File: config.mk
export PLATFORM = sky130hd
export DESIGN_NAME = spi_regfile_rw
export DESIGN_NICKNAME = d
export VERILOG_FILES = /design/src/rtl/spi_regfile_rw.sv
export SDC_FILE = /design/constraint.sdc
export NUM_CORES = 1
export LEC_CHECK = 0
export BUFFER_PORTS_ARGS = -buffer_cell sky130_fd_sc_hd__buf_2
export CORE_ASPECT_RATIO = 0.75
export CORE_MARGIN = 2
export CORE_UTILIZATION = 53
export CTS_CLUSTER_SIZE = 16
export DETAILED_ROUTE_END_ITERATION = 10
export PLACE_DENSITY = 0.81
export SLEW_MARGIN = 0
export SYNTH_ARGS = -nofsm -noshare
export SYNTH_HDL_FRONTEND = slang
export SYNTH_SLANG_ARGS = --single-unit
export TNS_END_PERCENT = 30
File: constraint.sdc
create_clock -name clk -period 5.1 [get_ports clk]
set_input_delay 0.765 -clock clk [delete_from_list [all_inputs] [get_ports clk]]
set_output_delay 0.765 -clock clk [all_outputs]
set_load 0.05 [all_outputs]
File: src/rtl/spi_regfile_rw.sv
// SPI mode-0 peripheral with a small register file: write frames load a register on nCS release,
// read frames stream a shadow copy of the addressed register back on CIPO.
module spi_regfile_rw #(
    parameter int NUM_REGS = 5,
    parameter int DATA_W   = 8,
    parameter int ADDR_W   = 7
) (
    input  logic                       clk,
    input  logic                       rst,
    input  logic                       sCLK,
    input  logic                       nCS,
    input  logic                       COPI,
    output logic                       CIPO,
    output logic                       cipo_oe,
    output logic [NUM_REGS*DATA_W-1:0] regs_out,
    output logic                       wr_strobe,
    output logic [ADDR_W-1:0]          wr_addr
);

    localparam int FL    = 1 + ADDR_W + DATA_W;
    localparam int CNT_W = $clog2(FL + 1);

    logic              sclk_s1, sclk_s2, sclk_d;
    logic              ncs_s1, ncs_s2, ncs_d;
    logic              copi_s1, copi_s2;
    logic [CNT_W-1:0]  bit_cnt;
    logic              overrun;
    logic              shadow_load;
    logic              read_active;
    logic [FL-1:0]     frame_sr;
    logic [DATA_W-1:0] shadow;
    logic [DATA_W-1:0] regs [NUM_REGS];
    logic [DATA_W-1:0] rd_val;

    logic              sclk_rise, sclk_fall, ncs_rise, ncs_fall;
    logic              c_rw;
    logic [ADDR_W-1:0] c_addr;
    logic [DATA_W-1:0] c_data;
    logic              commit_ok;
    logic              in_data_phase;

    assign sclk_rise = sclk_s2 & ~sclk_d;
    assign sclk_fall = ~sclk_s2 & sclk_d;
    assign ncs_rise  = ncs_s2 & ~ncs_d;
    assign ncs_fall  = ~ncs_s2 & ncs_d;

    // Fields are only meaningful once a full frame has been shifted in.
    assign c_rw      = frame_sr[FL-1];
    assign c_addr    = frame_sr[DATA_W +: ADDR_W];
    assign c_data    = frame_sr[DATA_W-1:0];
    assign commit_ok = (bit_cnt == CNT_W'(FL)) && !overrun && c_rw && (32'(c_addr) < NUM_REGS);

    assign in_data_phase = read_active && (bit_cnt >= CNT_W'(1 + ADDR_W)) && (bit_cnt <= CNT_W'(FL - 1));

    // Mid-frame the address sits in the low bits of the shift register; unmapped addresses read as zero.
    always_comb begin
        rd_val = '0;
        for (int i = 0; i < NUM_REGS; i++) begin
            if (ADDR_W'(i) == frame_sr[ADDR_W-1:0]) rd_val = regs[i];
        end
    end

    for (genvar g = 0; g < NUM_REGS; g++) begin : g_out
        assign regs_out[g*DATA_W +: DATA_W] = regs[g];
    end

    // NOTE: all state uses non-blocking assignments so every register samples pre-edge values.
    always_ff @(posedge clk) begin
        if (rst) begin
            sclk_s1     <= 1'b0;
            sclk_s2     <= 1'b0;
            sclk_d      <= 1'b0;
            ncs_s1      <= 1'b1;
            ncs_s2      <= 1'b1;
            ncs_d       <= 1'b1;
            copi_s1     <= 1'b0;
            copi_s2     <= 1'b0;
            bit_cnt     <= '0;
            overrun     <= 1'b0;
            shadow_load <= 1'b0;
            read_active <= 1'b0;
            frame_sr    <= '0;
            shadow      <= '0;
            CIPO        <= 1'b0;
            cipo_oe     <= 1'b0;
            wr_strobe   <= 1'b0;
            wr_addr     <= '0;
            // NOTE: the register file is small and must read back zero after reset, so it is reset explicitly.
            for (int i = 0; i < NUM_REGS; i++) regs[i] <= '0;
        end else begin
            sclk_s1   <= sCLK;
            sclk_s2   <= sclk_s1;
            sclk_d    <= sclk_s2;
            ncs_s1    <= nCS;
            ncs_s2    <= ncs_s1;
            ncs_d     <= ncs_s2;
            copi_s1   <= COPI;
            copi_s2   <= copi_s1;
            wr_strobe <= 1'b0;
            cipo_oe   <= ~ncs_s2;

            if (shadow_load) begin
                shadow_load <= 1'b0;
                if (!frame_sr[ADDR_W]) begin
                    read_active <= 1'b1;
                    shadow      <= rd_val;
                end
            end

            if (!ncs_s2) begin
                if (sclk_rise) begin
                    if (bit_cnt == CNT_W'(FL)) begin
                        overrun <= 1'b1;
                    end else begin
                        frame_sr <= {frame_sr[FL-2:0], copi_s2};
                        bit_cnt  <= bit_cnt + 1'b1;
                        if (bit_cnt == CNT_W'(ADDR_W)) shadow_load <= 1'b1;
                    end
                end
                if (sclk_fall) begin
                    if (in_data_phase) begin
                        CIPO   <= shadow[DATA_W-1];
                        shadow <= {shadow[DATA_W-2:0], 1'b0};
                    end else begin
                        CIPO <= 1'b0;
                    end
                end
            end else begin
                CIPO <= 1'b0;
            end

            // Commit precedes the frame-start clear so back-to-back frames are both honoured.
            if (ncs_rise) begin
                if (commit_ok) begin
                    for (int i = 0; i < NUM_REGS; i++) begin
                        if (ADDR_W'(i) == c_addr) regs[i] <= c_data;
                    end
                    wr_strobe <= 1'b1;
                    wr_addr   <= c_addr;
                end
                read_active <= 1'b0;
                shadow_load <= 1'b0;
            end

            if (ncs_fall) begin
                bit_cnt     <= '0;
                overrun     <= 1'b0;
                frame_sr    <= '0;
                shadow      <= '0;
                shadow_load <= 1'b0;
                read_active <= 1'b0;
                CIPO        <= 1'b0;
            end
        end
    end

endmodule

==> impl_metrics.toml, run 1 <==
[timing]
fin_crit_sh_pct = 46.4
fmax_mhz = 423
setup_viol = 0
final-max-slew-violation-count = 0
holdWs_ps = 415
slew-limit-headroom_pct = 23.4
tns_ps = 0
worst_pin_slew_ps = 1140
finalCriticalPeriod_ps = 2360
rsz0062_at_grt = "no"
hold_viol = 0
fin_skew_ps = 8.63

[synthesis]
syn-cell-area_sq_um = 3580
synth_seq_cells = 90
ys_seq_area_share_pct = 61.5
synth_cells = 322
synth_edf_count = 40
synth_nets = 330
synth_cell_types = 47
yosys_most_used_dff = "dfxtp_1"
avgSynthCellArea_sq_um = 11.1
synthArstFlopShare_pct = 0
synth_warnings = 0

[floorplan]
num_rows = 25
dieHeight_um = 75.2
start_util_pct = 55.8
die_area_sq_um = 7430
fp.dieW_um = 98.9
coreArea_sq_um = 6410
ios = 55

[cts]
clock_latency_ps = 370
clkTransAtPathRegs_ps = 90
clockRootBuffer = "clkbuf_8"
cts_buffers = 9
cts_tree = "built"
cts.path.max_buffers = 2
clkSinkCount = 90
cts.hold.buffers_added = 0
postCtsResizedCells = 0
cts_setup_buffers = 0
htreeDepth = 3

[route]
drtPass1Iterations = 4
vias = 2592
wl_um = 7640
via_per_inst = 5.71
initialDrtViolationCount = 209
drc = 0
avgRoutedWirePerCell_um = 16.8
ant_nets = 0

[power]
internal_power_mw = 1.02
p_comb_share_pct = 6.2
vdd_drop_max_v = 0.000246
p_clk_share_pct = 36.8
p_seq_share_pct = 57.0
sw_frac_of_total_pct = 24.5
p_leak_nw = 1.57
power.density_nw_per_um2 = 333
p_switching_uw = 332

[run_status]
status = "finished, final reports clean"

[worst_setup_path]
path_delay_family = "simple AND/OR/NAND/NOR gates"
crit_buf_inv = 1
cpPeakStageDelay_ps = 910
critPathSlowestCell = "nor3_2"
worst-setup-path-type = "flop to flop"
cp_max_fo = 20
endpoint_kind = "flop"
startpoint_type = "flop"
required_ps = 5330
path_cells = "inv_1, ha_1, and4bb_2, nor3_2, nand2_1, xor2_1, nor2_1"
critPathArrivalTime_ps = 2590

[global_routing]
grt_usage_pct = 21.7
grt_pass1_wl_um = 12100
grt_pass1_vias = 2394
overflow = 0
grt_max_degree = 30
antenna_found_initial = 0

[placement]
placed_area_sq_um = 3860
io_buffers = 54
gp_congestion = 0.810
hpwl_um = 5320

[hold_path]
hold_class = "flop to flop"

[finish]
area_delta_synth_final_pct = 13.8
final_nets = 376
final_area_sq_um = 4070
antennaDiodeCount = 0
final_layout_size_suffix_gt1_share_pct = 25.2
nFillCells = 480

[run]
maxCapViolations = 0
## power groups by stage
stage / logic [mW] / registers (mW) / clock network, mW
finish: 0.0833 / 0.772 / 0.499
CTS: 0.0840 / 0.772 / 0.504
floorplan: 0.0234 / 0.828 / 0
global placement: 0.0821 / 0.788 / 0
detailed placement: 0.0838 / 0.789 / 0
global route: 0.0878 / 0.774 / 0.534
## cell usage in the layout (no fill, tap or decap), types with 2 or more instances in the layout
master,count
inv_6,2
nor2b_1,8
dfxtp_1,50
nor3_1,4
inv_1,7
a221oi_1,5
mux2_2,5
nand4b_1,2
nor4_1,2
ha_1,3
nand4_1,8
a21oi_1,26
inv_4,2
or3_1,2
or2_2,4
nand2b_1,4
or3_2,2
nor3_2,2
and4bb_2,2
o21ai_0,6
and2_1,12
nor2_1,20
or4_1,6
mux2i_1,8
a31o_2,4
nand3_1,12
or2_1,2
edfxtp_1,40
buf_2,54
clkbuf_8,9
a22oi_1,2
xor2_1,2
nand2_1,40
clkbuf_16,2
## metrics by stage
stage	util (%)	std cells	worst slack, ps	power, mW
after floorplan	-	322	3180	0.851
after global placement	60.2	438	2870	0.870
after detailed placement	60.2	438	2730	0.873
after CTS	63.5	454	2720	1.36
after global routing	63.5	454	2490	1.40
final	63.5	454	2740	1.35
## synthesized netlist by cell type, types with 2 or more instances
cell / count / area (sq um)
a21oi_1: 26 / 130
a221oi_1: 5 / 43.8
a22oi_1: 2 / 15.0
a31o_2: 4 / 35.0
and2_1: 12 / 75.1
and4bb_2: 2 / 25.0
buf_2: 6 / 30.0
buf_4: 2 / 15.0
clkbuf_1: 9 / 33.8
dfxtp_1: 50 / 1000
edfxtp_1: 40 / 1200
ha_1: 3 / 37.5
inv_1: 7 / 26.3
mux2_2: 5 / 56.3
mux2i_1: 8 / 80.1
nand2_1: 40 / 150
nand2b_1: 4 / 25.0
nand3_1: 12 / 60.1
nand4_1: 8 / 50.1
nand4b_1: 2 / 17.5
nor2_1: 20 / 75.1
nor2b_1: 8 / 50.1
nor3_1: 5 / 25.0
nor4_1: 2 / 12.5
o21ai_0: 6 / 30.0
or2_1: 2 / 12.5
or2_2: 4 / 25.0
or3_1: 2 / 12.5
or3_2: 2 / 15.0
or4_1: 6 / 45.0
xor2_1: 2 / 17.5
## routing by layer
metal	vias up	part of all wire, %	track usage [%]
met3	7	5.8	7.61
met2	83	48	35.3
met1	1262	46	28.3
met5	-	0	0
li1	1240	-	-
met4	0	0.83	6.09
## worst paths after layout
| path | start | to | slack, ps | cells after the start |
|---|---|---|---|---|
| max reg2reg | bit_cnt[0]$_SDFFE_PP0P_ | bit_cnt[2]$_SDFFE_PP0P_ | 2740 | 7 |
| min | ncs_s1$_SDFF_PP1_ | ncs_s2$_SDFF_PP1_ | 410 | 1 |
| max | bit_cnt[0]$_SDFFE_PP0P_ | bit_cnt[2]$_SDFFE_PP0P_ | 2740 | 7 |
| min reg2reg | ncs_s1$_SDFF_PP1_ | ncs_s2$_SDFF_PP1_ | 410 | 1 |
## layout make-up
class                           count  area [sq um]  share of cell area, %
Multi-Input combinational cell    206          1260                   30.9
Clock inverter                      5          38.8                  0.952
Clock buffer                       11           174                   4.27
Inverter                            7          26.3                  0.645
Tap cell                           81           101                   2.49
Timing Repair Buffer               54           270                   6.64
Sequential cell                    90          2200                   54.1
## cell families (layout without fill, tap and decap cells)
| logic type | count (synthesis) | in the layout | synth area share (%) |
|---|---|---|---|
| muxes | 14 | 14 | 4.44 |
| DFF | 90 | 90 | 61.5 |
| buffers and inverters | 26 | 77 | 3.39 |
| xor gates and xnor gates | 3 | 3 | 0.734 |
| AOI/OAI and AO/OA | 48 | 48 | 8.11 |
| adders and majority gates | 3 | 3 | 1.05 |
| and+or+nand+nor | 138 | 138 | 20.7 |
## state kept, by name, summed over array words and instances, names as in the netlist, 5 cells and up
signal,cells
wr_addr,7
shadow,8
bit_cnt,5
regs,40
frame_sr,16
(Power assumes the default switching activity.)
==> run 2, diff against run 1 <==
==> constraint.sdc (replaced) <==
create_clock -name clk -period 2.34 [get_ports clk]
set_input_delay 0.351 -clock clk [delete_from_list [all_inputs] [get_ports clk]]
set_output_delay 0.351 -clock clk [all_outputs]
set_load 0.05 [all_outputs]
==> run 2 against run 1 <==
Net effect: register-to-register slack lost 2500 ps; first-iteration DRC count is 18% lower; global-route usage shrank 0.64 points; wire length down 2.0%; maximum frequency grew 11%; clock skew fell by 1.7 ps; sequential share of layout area is 0.33 points lower; critical endpoint is now regs[0][7]$_DFFE_PP_.
==> impl_metrics.toml, run 2 (synthesis gave the netlist of run 1 again) <==
[run_status]
status = "finished, final reports clean"

[cts]
cts_tree = "built"
cts.hold.buffers_added = 0
htreeDepth = 3
clockRootBuffer = "clkbuf_8"
postCtsResizedCells = 0
clkSinkCount = 90
cts.path.max_buffers = 2
cts_buffers = 9
clock_latency_ps = 360
clkTransAtPathRegs_ps = 80
cts_setup_buffers = 0

[hold_path]
hold_class = "input port to flop"
hold-path-cell-count = 2
holdCritStartpoint = "nCS"
worstHoldEndpoint = "ncs_s1$_SDFF_PP1_"

[timing]
slew-limit-headroom_pct = 44.2
tns_ps = 0
fmax_mhz = 472
finalCriticalPeriod_ps = 2120
fin_skew_ps = 6.95
worst_pin_slew_ps = 836
rsz0062_at_grt = "no"
final-max-slew-violation-count = 0
fin_crit_sh_pct = 90.6
hold_viol = 0
setup_viol = 0

[worst_setup_path]
r2r_slack_ps = 220
endpoint_kind = "flop"
critPathArrivalTime_ps = 2160
cpPeakStageDelay_ps = 410
path_cells = "inv_1, ha_1, and4bb_2, nand4_1, nor3_1, a31o_2"
worstReg2RegStart = "bit_cnt[0]$_SDFFE_PP0P_"
required_ps = 2380
critPathSlowestCell = "a31o_2"
rr_endpoint = "regs[0][7]$_DFFE_PP_"
startpoint_type = "flop"
worst-setup-path-type = "flop to flop"
cp_max_fo = 8
ff2ff_path_depth = 6

[power]
p_switching_uw = 703
sw_frac_of_total_pct = 25.1
power.density_nw_per_um2 = 683
p_comb_share_pct = 6.8
power.total_mw = 2.80
p_leak_nw = 1.58
p_clk_share_pct = 33.1
p_seq_share_pct = 60.1
internal_power_mw = 2.09
vdd_drop_max_v = 0.000558

[global_routing]
grt_pass1_wl_um = 11900
grt_usage_pct = 21.1
antenna_found_initial = 0
grt_pass1_vias = 2342
grt_max_degree = 20
overflow = 0

[route]
drc = 0
via_per_inst = 5.62
initialDrtViolationCount = 172
drtPass1Iterations = 5
ant_nets = 0
avgRoutedWirePerCell_um = 16.2
vias = 2603
wl_um = 7480

[floorplan]
fp.dieW_um = 98.9
ios = 55
num_rows = 25
dieHeight_um = 75.2
coreArea_sq_um = 6410
start_util_pct = 55.8
die_area_sq_um = 7430

[finish]
final_layout_size_suffix_gt1_share_pct = 26.4
area_delta_synth_final_pct = 14.5
final_common_cell = "buf_2"
antennaDiodeCount = 0
final_nets = 385
most-common-layout-cells = "buf_2 (54), dfxtp_1 (50), nand2_1 (40), edfxtp_1 (40), a21oi_1 (26)"
top_register = "regs"
largest_reg_flops = 40
reg.largest.list = "regs (40), frame_sr (16), shadow (8)"

[placement]
gp_congestion = 0.808
io_buffers = 54
hpwl_um = 5350

[run]
maxCapViolations = 0
==> run 2: stage by stage <==
step	setup slack [ps]	util [%]	instances	area (sq um)	hold slack [ps]
CTS	208	63.9	463	4100	170
detailed placement	230	61.2	447	3930	393
finish	219	63.9	463	4100	170
global placement	273	61.2	447	3930	390
global route	76.3	63.9	463	4100	166
floorplan	418	-	322	3580	389
==> run 2: power by group through the flow <==
stage                     logic (mW)  clock network (mW)  registers, mW
after global placement         0.188                   0           1.72
after CTS                      0.191               0.934           1.68
after floorplan               0.0509                   0           1.80
after detailed placement       0.190                   0           1.72
final                          0.190               0.926           1.68
after global routing           0.199                1.01           1.68
==> run 2: worst max-delay path by stage <==
stage / startpoint / endpoint / slack [ps] / depth (start not counted)
2_1_floorplan: bit_cnt[0]$_SDFFE_PP0P_ / regs[0][0]$_DFFE_PP_ / 420 / 6
3_3_place_gp: bit_cnt[0]$_SDFFE_PP0P_ / regs[0][34]$_DFFE_PP_ / 270 / 7
3_5_place_dp: bit_cnt[0]$_SDFFE_PP0P_ / regs[0][34]$_DFFE_PP_ / 230 / 7
4_1_cts: bit_cnt[0]$_SDFFE_PP0P_ / regs[0][7]$_DFFE_PP_ / 210 / 6
5_1_grt: bit_cnt[0]$_SDFFE_PP0P_ / regs[0][7]$_DFFE_PP_ / 80 / 6
6_report: bit_cnt[0]$_SDFFE_PP0P_ / regs[0][7]$_DFFE_PP_ / 220 / 6
==> run 2: worst max-delay path: cells and delay by family, from the launching register on <==
kind | cells | cell delay [ps]
and+or+nand+nor | 3 | 830
AOI/OAI and AO/OA | 1 | 410
buffers and inverters | 1 | 70
DFF | 1 | 360
adders and majority gates | 1 | 130
==> run 2: final cells by class <==
cell class / count / area (sq um)
Sequential cell: 90 / 2200
Inverter: 7 / 26.3
Clock inverter: 6 / 42.5
Tap cell: 81 / 101
Fill cell: 512 / 2310
Timing Repair Buffer: 63 / 338
Multi-Input combinational cell: 206 / 1260
Clock buffer: 10 / 128
==> run 2: layer usage <==
metal / vias up / GRT usage, % / routed length (um)
met5: - / 0 / 0
met4: 0 / 6.54 / 120
met3: 13 / 5.57 / 477
met2: 109 / 32.1 / 3380
met1: 1222 / 30.1 / 3510
li1: 1259 / - / -
==> run 3, diff against run 2 <==
--- a/config.mk
+++ b/config.mk
@@ -11,7 +11,7 @@
 export CORE_UTILIZATION = 53
 export CTS_CLUSTER_SIZE = 16
 export DETAILED_ROUTE_END_ITERATION = 10
-export PLACE_DENSITY = 0.81
+export PLACE_DENSITY = 0.75
 export SLEW_MARGIN = 0
 export SYNTH_ARGS = -nofsm -noshare
 export SYNTH_HDL_FRONTEND = slang
==> run 3 against run 2 <==
Net effect: register-to-register slack gained 60 ps; design area grew 1.2%; die area is the same; worst setup slack better by 64 ps; maximum frequency up 3.1%; core utilization increased by 0.74 points; sequential power is essentially flat; non-clock buffer count up 2; cell count rose by 0.43%; first-iteration DRC count increased by 49%; worst hold slack gained 1.9 ps; critical endpoint is now regs[0][31]$_DFFE_PP_; highest routed layer unchanged.
==> impl_metrics.toml, run 3 (synthesis gave the netlist of run 1 again) <==
[run_status]
status = "finished, final reports clean"

[cts]
clkTransAtPathRegs_ps = 90
clockRootBuffer = "clkbuf_8"
cts_setup_buffers = 0
cts_tree = "built"
cts.hold.buffers_added = 0
clock_latency_ps = 360
cts_buffers = 9
cts.path.max_buffers = 2
postCtsResizedCells = 0
clkSinkCount = 90
htreeDepth = 3

[hold_path]
holdCritStartpoint = "nCS"
hold_class = "input port to flop"

[finish]
final_layout_size_suffix_gt1_share_pct = 27.1
antennaDiodeCount = 0
top_register = "regs"
area_delta_synth_final_pct = 15.8
reg.largest.list = "regs (40), frame_sr (16), shadow (8)"
final_core_util_pct = 64.6
final_nets = 387
final_common_cell = "buf_2"
largest_reg_flops = 40
most-common-layout-cells = "buf_2 (54), dfxtp_1 (50), nand2_1 (40), edfxtp_1 (40), a21oi_1 (26)"
final_area_sq_um = 4150

[worst_setup_path]
crit_start = "bit_cnt[0]$_SDFFE_PP0P_"
endpoint_kind = "flop"
path_cells = "inv_1, ha_1, and4bb_2, nand4_1, nor3_1, a31o_2"
crit_buf_inv = 1
critPathSlowestCell = "a31o_2"
cpPeakStageDelay_ps = 380
startpoint_type = "flop"
critPathArrivalTime_ps = 2110
cp_max_fo = 8
required_ps = 2390
worstReg2RegStart = "bit_cnt[0]$_SDFFE_PP0P_"
worst-setup-path-type = "flop to flop"
path_delay_family = "simple AND/OR/NAND/NOR gates"

[timing]
rsz0062_at_grt = "no"
slew-limit-headroom_pct = 48.2
hold_viol = 0
fin_crit_sh_pct = 87.9
holdWs_ps = 172
fmax_mhz = 486
worst_pin_slew_ps = 776
tns_ps = 0
setup_viol = 0
finalCriticalPeriod_ps = 2060
final-max-slew-violation-count = 0
fin_skew_ps = 9.11

[power]
p_comb_share_pct = 6.5
internal_power_mw = 2.22
power.total_mw = 2.96
vdd_drop_max_v = 0.000451
power.density_nw_per_um2 = 714
p_seq_share_pct = 57.0
p_leak_nw = 1.61
p_switching_uw = 742
sw_frac_of_total_pct = 25.1
p_clk_share_pct = 36.5

[floorplan]
die_area_sq_um = 7430
start_util_pct = 55.8
num_rows = 25
coreArea_sq_um = 6410
fp.dieW_um = 98.9
ios = 55
dieHeight_um = 75.2

[route]
drc = 0
ant_nets = 0
drtPass1Iterations = 5
wl_um = 8150
initialDrtViolationCount = 257
vias = 2676
avgRoutedWirePerCell_um = 17.5
via_per_inst = 5.75

[placement]
gp_congestion = 0.925
placed_area_sq_um = 3940
io_buffers = 54
hpwl_um = 5890

[global_routing]
grt_pass1_wl_um = 12800
antenna_found_initial = 0
grt_usage_pct = 23.2
grt_max_degree = 23
overflow = 0
grt_pass1_vias = 2399

[run]
maxCapViolations = 0
-- run 3: changes by cell type in the layout (fill, tap and decap cells not counted), sizes merged --
| cell | before | now |
|---|---|---|
| buf | 63 | 65 |
| bufinv | 0 | 1 |
| clkinv | 3 | 2 |
| clkinvlp | 2 | 1 |
| inv | 8 | 9 |
-- run 3: final timing paths --
| path | endpoint | slack [ps] | depth (start not counted) |
|---|---|---|---|
| worst max-delay path | regs[0][31]$_DFFE_PP_ | 280 | 6 |
| worst min-delay path | ncs_s1$_SDFF_PP1_ | 170 | 2 |
| worst max register to register | regs[0][31]$_DFFE_PP_ | 280 | 6 |
| worst min register to register | ncs_s2$_SDFF_PP1_ | 420 | 1 |
-- run 3: layout make-up --
| class | count | area [sq um] |
|---|---|---|
| fillers | 497 | 2270 |
| flip-flops and latches | 90 | 2200 |
| multi-input cells | 206 | 1260 |
| repair buffers | 65 | 353 |
| clock buffers | 10 | 128 |
| well taps | 81 | 101 |
| clock inverters | 6 | 75.1 |
| inverters | 7 | 26.3 |
-- run 3: stage by stage --
step | std cells | setup slack, ps
2_1_floorplan | 322 | 418
3_5_place_dp | 449 | 304
4_1_cts | 465 | 290
5_1_grt | 465 | 147
3_3_place_gp | 449 | 351
6_report | 465 | 283
-- run 3: power groups by stage --
stage | clock [mW] | combinational [mW] | sequential, mW
2_1_floorplan | 0 | 0.0509 | 1.80
3_3_place_gp | 0 | 0.190 | 1.72
3_5_place_dp | 0 | 0.191 | 1.72
4_1_cts | 1.09 | 0.191 | 1.69
5_1_grt | 1.16 | 0.201 | 1.69
6_report | 1.08 | 0.192 | 1.69
-- run 3: layer usage --
metal  track usage [%]  wire, um  up-vias
met5                 0         0        -
li1                  -         -     1266
met1              35.8      3960     1264
met3              5.48       710       10
met4              8.37       105        0
met2              31.8      3370      136
